**src/rtl/airi5c_float_compare_minmax_pipe.sv**
```systemverilog
// Pipelined FEQ/FLT/FLE and FMIN/FMAX unit for the airi5c FPU.
// Operands are captured on load, classified/compared in stage 1 and resolved into results in stage 2.
module airi5c_float_compare_minmax_pipe #(
  parameter int EXP_W = 8,
  parameter int MAN_W = 23,
  parameter int XLEN  = 32
) (
  input  logic                     clk,
  input  logic                     reset,
  input  logic                     kill,
  input  logic                     load,
  input  logic                     op_eq,
  input  logic                     op_lt,
  input  logic                     op_le,
  input  logic                     op_min,
  input  logic                     op_max,
  input  logic [EXP_W+MAN_W:0]     a,
  input  logic [EXP_W+MAN_W:0]     b,
  output logic [XLEN-1:0]          int_out,
  output logic [EXP_W+MAN_W:0]     float_out,
  output logic                     NV,
  output logic                     ready
);

  localparam int FLEN = 1 + EXP_W + MAN_W;
  localparam logic [FLEN-1:0] CANON_NAN = {1'b0, {EXP_W{1'b1}}, 1'b1, {(MAN_W-1){1'b0}}};

  typedef enum logic [2:0] {OP_EQ, OP_LT, OP_LE, OP_MIN, OP_MAX} op_e;

  logic            w_anyOp;
  op_e             w_decOp;
  logic            r_inValid;
  op_e             r_inOp;
  logic [FLEN-1:0] r_inA, r_inB;

  assign w_anyOp = op_eq | op_lt | op_le | op_min | op_max;

  always_comb begin
    w_decOp = OP_MAX;
    if (op_eq)       w_decOp = OP_EQ;
    else if (op_lt)  w_decOp = OP_LT;
    else if (op_le)  w_decOp = OP_LE;
    else if (op_min) w_decOp = OP_MIN;
  end

  always_ff @(posedge clk or posedge reset) begin
    if (reset) begin
      r_inValid <= 1'b0;
      r_inOp    <= OP_EQ;
      r_inA     <= '0;
      r_inB     <= '0;
    end else if (kill) begin
      r_inValid <= 1'b0;
    end else begin
      r_inValid <= load & w_anyOp;
      if (load && w_anyOp) begin
        r_inOp <= w_decOp;
        r_inA  <= a;
        r_inB  <= b;
      end
    end
  end

  logic w_nanA, w_nanB, w_snanA, w_snanB, w_zeroA, w_zeroB;
  logic w_magLt, w_magEq, w_eqRaw, w_ltRaw, w_unord;

  assign w_nanA  = (&r_inA[FLEN-2 -: EXP_W]) & (|r_inA[MAN_W-1:0]);
  assign w_nanB  = (&r_inB[FLEN-2 -: EXP_W]) & (|r_inB[MAN_W-1:0]);
  assign w_snanA = w_nanA & ~r_inA[MAN_W-1];
  assign w_snanB = w_nanB & ~r_inB[MAN_W-1];
  assign w_zeroA = ~|r_inA[FLEN-2:0];
  assign w_zeroB = ~|r_inB[FLEN-2:0];
  assign w_magLt = r_inA[FLEN-2:0] < r_inB[FLEN-2:0];
  assign w_magEq = r_inA[FLEN-2:0] == r_inB[FLEN-2:0];
  assign w_unord = w_nanA | w_nanB;
  assign w_eqRaw = (r_inA == r_inB) | (w_zeroA & w_zeroB);

  // Sign-magnitude ordering; for two negatives the larger magnitude is the smaller value.
  always_comb begin
    w_ltRaw = 1'b0;
    case ({r_inA[FLEN-1], r_inB[FLEN-1]})
      2'b10:   w_ltRaw = ~(w_zeroA & w_zeroB);
      2'b00:   w_ltRaw = w_magLt;
      2'b11:   w_ltRaw = ~w_magLt & ~w_magEq;
      default: w_ltRaw = 1'b0;
    endcase
  end

  logic            r_s1Valid;
  op_e             r_s1Op;
  logic [FLEN-1:0] r_s1A, r_s1B;
  logic            r_s1Equal, r_s1Less;
  logic            r_s1NanA, r_s1NanB, r_s1SnanA, r_s1SnanB, r_s1ZeroA, r_s1ZeroB;

  always_ff @(posedge clk or posedge reset) begin
    if (reset) begin
      r_s1Valid <= 1'b0;
      r_s1Op    <= OP_EQ;
      r_s1A     <= '0;
      r_s1B     <= '0;
      r_s1Equal <= 1'b0;
      r_s1Less  <= 1'b0;
      r_s1NanA  <= 1'b0;
      r_s1NanB  <= 1'b0;
      r_s1SnanA <= 1'b0;
      r_s1SnanB <= 1'b0;
      r_s1ZeroA <= 1'b0;
      r_s1ZeroB <= 1'b0;
    end else if (kill) begin
      r_s1Valid <= 1'b0;
    end else begin
      r_s1Valid <= r_inValid;
      if (r_inValid) begin
        r_s1Op    <= r_inOp;
        r_s1A     <= r_inA;
        r_s1B     <= r_inB;
        r_s1Equal <= w_eqRaw & ~w_unord;
        r_s1Less  <= w_ltRaw & ~w_unord;
        r_s1NanA  <= w_nanA;
        r_s1NanB  <= w_nanB;
        r_s1SnanA <= w_snanA;
        r_s1SnanB <= w_snanB;
        r_s1ZeroA <= w_zeroA;
        r_s1ZeroB <= w_zeroB;
      end
    end
  end

  logic            w_y, w_nv, w_isMin;
  logic [FLEN-1:0] w_fltRes;

  assign w_isMin = (r_s1Op == OP_MIN);

  // Signed zeros compare equal, so min/max must pick by sign bit to return -0 / +0.
  always_comb begin
    w_y      = 1'b0;
    w_nv     = 1'b0;
    w_fltRes = '0;
    case (r_s1Op)
      OP_EQ: begin
        w_y  = r_s1Equal;
        w_nv = r_s1SnanA | r_s1SnanB;
      end
      OP_LT: begin
        w_y  = r_s1Less;
        w_nv = r_s1NanA | r_s1NanB;
      end
      OP_LE: begin
        w_y  = r_s1Less | r_s1Equal;
        w_nv = r_s1NanA | r_s1NanB;
      end
      default: begin
        w_nv = r_s1SnanA | r_s1SnanB;
        if (r_s1NanA && r_s1NanB)        w_fltRes = CANON_NAN;
        else if (r_s1NanA)               w_fltRes = r_s1B;
        else if (r_s1NanB)               w_fltRes = r_s1A;
        else if (r_s1ZeroA && r_s1ZeroB) w_fltRes = (r_s1A[FLEN-1] == w_isMin) ? r_s1A : r_s1B;
        else if (r_s1Less)               w_fltRes = w_isMin ? r_s1A : r_s1B;
        else                             w_fltRes = w_isMin ? r_s1B : r_s1A;
      end
    endcase
  end

  logic [XLEN-1:0] r_intOut;
  logic [FLEN-1:0] r_floatOut;
  logic            r_nv, r_ready;

  always_ff @(posedge clk or posedge reset) begin
    if (reset) begin
      r_intOut   <= '0;
      r_floatOut <= '0;
      r_nv       <= 1'b0;
      r_ready    <= 1'b0;
    end else if (kill) begin
      r_intOut   <= '0;
      r_floatOut <= '0;
      r_nv       <= 1'b0;
      r_ready    <= 1'b0;
    end else if (r_s1Valid) begin
      r_intOut   <= {{(XLEN-1){1'b0}}, w_y};
      r_floatOut <= w_fltRes;
      r_nv       <= w_nv;
      r_ready    <= 1'b1;
    end else begin
      r_ready    <= 1'b0;
    end
  end

  assign int_out   = r_intOut;
  assign float_out = r_floatOut;
  assign NV        = r_nv;
  assign ready     = r_ready;

endmodule

```
**config.mk**
```make
export PLATFORM = sky130hd
export DESIGN_NAME = airi5c_float_compare_minmax_pipe
export DESIGN_NICKNAME = d
export VERILOG_FILES = /design/src/rtl/airi5c_float_compare_minmax_pipe.sv
export SDC_FILE = /design/constraint.sdc
export NUM_CORES = 1
export LEC_CHECK = 0
export BUFFER_PORTS_ARGS = -buffer_cell sky130_fd_sc_hd__buf_4
export CORE_AREA = 2 2 142 179
export DETAILED_ROUTE_END_ITERATION = 7
export DIE_AREA = 0 0 144 181
export GPL_TIMING_DRIVEN = 1
export HOLD_SLACK_MARGIN = 0.05
export SYNTH_ARGS = -nofsm -noshare
export SYNTH_HDL_FRONTEND = slang
export SYNTH_SLANG_ARGS = --single-unit
```
**constraint.sdc**
```tcl
create_clock -name clk -period 15.69 [get_ports clk]
set_input_delay 0.7845 -clock clk [delete_from_list [all_inputs] [get_ports clk]]
set_output_delay 0.7845 -clock clk [all_outputs]
set_load 0.01 [all_outputs]
```
# Yosys cells after proc, flatten, opt, wreduce, memory -nomap -nowiden
# Index checks and enable logic that the tools add are counted.
[totals]
regBits = 210
elab_cells = 98
output_inout_bits = 66
[classes]
order_cmp = 1
n_bitwise = 25
reduce_logical = 18
eq_ne = 8
mux = 26
[op_table]
columns = ["operator", "n"]
rows = [
  ["$mux 32", 13],
  ["$reduce_or 31->1", 2],
  ["$reduce_or 23->1", 2],
  ["$eq 32x32->1", 1],
  ["$eq 31x31->1", 1],
  ["$lt 31x31->1", 1],
  ["$reduce_and 8->1", 2],
  ["$mux 3", 4],
  ["$and 1x1->1", 9],
  ["$or 1x1->1", 9],
  ["$mux 1", 7],
  ["$not 1->1", 7],
  ["$eq 3x2->1 const B", 2],
  ["$pmux 1 s3", 2],
  ["$eq 2x2->1 const B", 2],
  ["$reduce_and 2->1", 2],
  ["$eq 3x1->1 const B", 1],
  ["$logic_and 1x1->1", 3],
  ["$logic_not 3->1", 1],
  ["$reduce_or 3->1", 1],
  ["$logic_not 1->1", 2],
  ["$logic_not 2->1", 1],
  ["$reduce_bool 2->1", 1],
  ["$reduce_or 2->1", 1],
  ["$eq 1x1->1", 1],
]

# Logic depth before layout (Yosys ltp)
[logic_depth]
word_depth = 10
depth_mapped = 8
depth_no_buf = 8

# Worst setup path after synthesis
# No wires, ideal clock.
[synth_timing]
kind = "input port to flip-flop"
startpoint = "input op_le"
endpoint = "register r_inA[10]"
t_arrival_ns = 1.839
setup_slack_ns = 13.734
stages = 8
required_ns = 15.573
setup_time_ns = 0.117
path_cell_list = "nor2_1 -> nand2_1 -> o21ai_2 -> inv_2 -> buf_2 -> buf_1 -> nand2_1 -> nand2_1"
[synth_between]
elab_chain_cells = 5
[synth_lines]
columns = ["element", "line_no", "rtl"]
rows = [
  ["start, declared", "14", "input logic op_le,"],
  ["$or 1x1->1 (3 in series)", "36", "assign w_anyOp = op_eq | op_lt | op_le | op_min | op_max;"],
  ["$logic_and 1x1->1", "56", "if (load && w_anyOp) begin"],
  ["$reduce_and 2->1 (no line)", "-", ""],
  ["end signal, assigned", "50", "r_inA <= '0;"],
  ["end signal, assigned", "58", "r_inA <= a;"],
  ["end, declared", "34", "logic [FLEN-1:0] r_inA, r_inB;"],
]
# Every way passes these cells.
# A chain may end at the register's enable or synchronous reset.

# Worst setup path in the final report
[layout_timing]
startpoint = "input kill"
endpoint = "register r_floatOut[31] (netlist: float_out[31])"
[layout_between]
elab_chain_cells = 1
elab_cells_between_ends = 2
classes_between = "mux (1); reduce/logical (1)"
[layout_lines]
columns = ["element", "line_no", "rtl"]
rows = [
  ["start, declared", "10", "input logic kill,"],
  ["$mux 32 or $reduce_bool 2->1 (tied branches)", "-", ""],
  ["end signal, assigned", "181", "r_floatOut <= w_fltRes;"],
  ["end, declared", "165", "logic [FLEN-1:0] r_floatOut;"],
]
# Several ways; a longest one is shown, not always the timed one.

==> flow_summary.json <==
{
  "drt_wl_total_um": 20800,
  "syn_area_um2": 8430,
  "route.detailed.drc": 0,
  "cts_tree": "done",
  "min_from": "float_out[25]$_DFFE_PP0P_",
  "final_net_count": 1102,
  "die_h_um": 181,
  "rows": 64,
  "arrival_ps": 3250,
  "rsz0062_at_grt": "no",
  "leakage_uw": 0.00503,
  "total_power_uw": 1170,
  "clkSlewWorstSetupHoldPaths_ps": 60,
  "cts_resized": 0,
  "synth.area.top_cells": "dfrtp_1 53%, nand2_1 14%, ha_1 5.2%, o21ai_0 4.3%, mux2i_1 3.0%",
  "path_max_fanout": 23,
  "post_cts_buffers": 0,
  "synth_edf_count": 0,
  "min_path_type": "reg2reg",
  "r2r_slack_ps": 12780,
  "fillers": 2445,
  "slew_headroom": 0.152,
  "synthArstFlopShare": 1.00,
  "cp_cell_sequence": "buf_4, nor2b_1, nor2b_1, nand2_1, o31ai_1",
  "drtIter0Drc": 455,
  "crit_slowest_cell": "nand2_1",
  "pre_cts_slack_ps": 12250,
  "clock_path_buffers": 2,
  "drtAntennaViolNets": 0,
  "holdPathEnd": "float_out[25]$_DFFE_PP0P_",
  "antennaDiodeCount": 0,
  "fin_tns_setup_ps": 0,
  "routabilityCongestion": 0.792,
  "worstMarginPinSlew_ps": 1270,
  "vdd_drop_max_v": 0.0000698,
  "combPwrFrac": 0.167,
  "cp-start-kind": "primary input",
  "coreArea_um2": 24300,
  "synth_cell_types": 49,
  "worst-r2r-cell-count": 4,
  "slowest_delay_ps": 910,
  "synth.top_cell.area_share": 0.531,
  "fmax_ghz": 0.341,
  "drive_above_1_share": 0.168,
  "insertion_delay_ps": 430,
  "yosys_register_bits": 179,
  "start_util": 0.348,
  "period_share": 0.187,
  "cp_top_family": "simple AND/OR/NAND/NOR gates",
  "crit_type": "in2reg",
  "crit_top_cell": "nor2b_1",
  "grt_use_total": 0.167,
  "hpwl_um": 14700,
  "timing.rr.end": "float_out[31]$_DFFE_PP0P_",
  "firstDrtPassIters": 5,
  "path_buf_inv": 1,
  "p_switching_uw": 337,
  "dieArea_um2": 26100,
  "finalHoldViolCount": 0,
  "cts.sinks": 179,
  "final_util": 0.410,
  "finalCriticalPeriod_ps": 2940,
  "cts.hold.buffers_added": 0,
  "synth.largest_area_cell": "dfrtp_1",
  "p_int_uw": 828,
  "power.density_nw_per_um2": 117,
  "worstHoldPathCells": 2,
  "power.clock.fraction": 0.345,
  "grt_overflow_total": 0,
  "grt_pass1_wl_um": 34000,
  "syn_inst": 905,
  "num_io_pins": 139,
  "swShare": 0.289,
  "timing.rr.start": "r_s1Valid$_DFF_PP0_",
  "ys_seq_area_frac": 0.531,
  "skew_ps": 9.49,
  "required_ps": 16010,
  "vias": 6302,
  "finalSetupViolations": 0,
  "maxSlewViolCount": 0,
  "holdWs_ps": 472,
  "maxCapViolations": 0,
  "synthFlopType": "dfrtp_1",
  "grt_pass1_vias": 6292,
  "status": "finished clean",
  "ys_warn_count": 0,
  "cts_inserted_buffers": 17,
  "cts_max_level": 4,
  "die_w_um": 144,
  "wl_per_cell_um": 15.6,
  "viasPerCell": 4.72,
  "grt_start_max_net_pins": 107,
  "port-buffer-count": 107,
  "cp-end-kind": "register",
  "grt_antenna_before_repair": 0,
  "power_frac_seq": 0.488,
  "layout_setup_ws_ps": 12750,
  "syn_area_per_cell_um2": 9.32,
  "syn2layout_area_growth_pct": 17.9,
  "root_buffer": "clkbuf_16"
}
[power groups by stage]
stage | logic, uW | clock network (uW) | registers (uW)
after CTS | 198 | 411 | 569
after global routing | 225 | 429 | 577
after detailed placement | 197 | 0 | 578
final | 195 | 401 | 569
after global placement | 191 | 0 | 576
after floorplan | 148 | 0 | 562
[cells in the final DEF, fill, tap and decap left out, types with 4 or more instances in the layout]
| cell | instances |
|---|---|
| nor2b_1 | 5 |
| nand2_1 | 319 |
| nor2_1 | 16 |
| nand3_1 | 6 |
| buf_4 | 113 |
| dfrtp_1 | 179 |
| o21ai_0 | 73 |
| mux2i_1 | 25 |
| clkinvlp_4 | 5 |
| nand4_1 | 13 |
| ha_1 | 35 |
| nor4_1 | 13 |
| mux2_4 | 8 |
| o221ai_2 | 8 |
| nor3_1 | 4 |
| conb_1 | 31 |
| o21ai_1 | 27 |
| clkbuf_16 | 17 |
| inv_1 | 35 |
| a21oi_1 | 19 |
| o31ai_1 | 8 |
[cell families (layout without fill, tap and decap cells)]
kind of cell | after synthesis | after routing | share of synthesized area
compound gates | 152 | 152 | 0.109
mux | 33 | 33 | 0.0439
simple gates | 391 | 391 | 0.193
other cells | 1 | 31 | 0.000445
xor+xnor | 3 | 3 | 0.00312
flops | 179 | 179 | 0.531
buf+inv | 111 | 182 | 0.0674
fa+ha+maj | 35 | 35 | 0.0519
[cell type report]
type / count / area [um^2] / share of cell area
Clock buffer: 22 / 464 / 0.0467
Clock inverter: 9 / 82.6 / 0.00831
Inverter: 38 / 148 / 0.0148
Multi-Input combinational cell: 645 / 3510 / 0.353
Sequential cell: 179 / 4480 / 0.450
Tap cell: 330 / 413 / 0.0415
Timing Repair Buffer: 113 / 848 / 0.0853
[layer usage]
layer  global-route usage  routed length [um]  share of wire  vias up
met3               0.0299                 864          0.042       24
met5                    0                   0              0        -
met1                0.225                9290           0.45     3013
li1                     -                   -              -     3114
met4               0.0631                 515          0.025        0
met2                0.270               10100           0.49      151
[flip-flops by register name, summed over array words and instances, names as in the netlist, 3 cells and up]
| register | count |
|---|---|
| r_s1A | 32 |
| r_inOp | 3 |
| r_inB | 32 |
| r_s1B | 32 |
| float_out | 32 |
| r_inA | 32 |
| r_s1Op | 3 |
[tightest hold or removal path, cell delays in order (launching register included)]
cell and delay [ps]:
dfrtp_1 350, nand2_1 50, nand2_1 50
[synthesized netlist by cell type, types with 13 or more instances]
master and number:
clkbuf_1 31, nand4_1 13, nor2_1 17, nand2_1 319
buf_4 31, nor4_1 13, mux2i_1 25, inv_1 36
a21oi_1 19, ha_1 35, o21ai_0 73, o21ai_1 27
dfrtp_1 179
[through the flow]
stage               instances  area [um^2]
floorplan                 935         8550
CTS                      1336         9940
finish                   1336         9940
global placement         1305         9400
detailed placement       1305         9400
global route             1336         9940
[worst max path at each step]
stage / startpoint / end / slack (ps) / depth (start not counted)
4_1_cts: kill / float_out[31]$_DFFE_PP0P_ / 12680 / 5
2_1_floorplan: reset / NV$_DFFE_PP0P_ / 10050 / 1
5_1_grt: r_s1Valid$_DFF_PP0_ / float_out[31]$_DFFE_PP0P_ / 12500 / 4
3_3_place_gp: kill / float_out[31]$_DFFE_PP0P_ / 12320 / 5
3_5_place_dp: kill / float_out[31]$_DFFE_PP0P_ / 12250 / 5
6_report: kill / float_out[31]$_DFFE_PP0P_ / 12750 / 5
(Power assumes the default switching activity.)
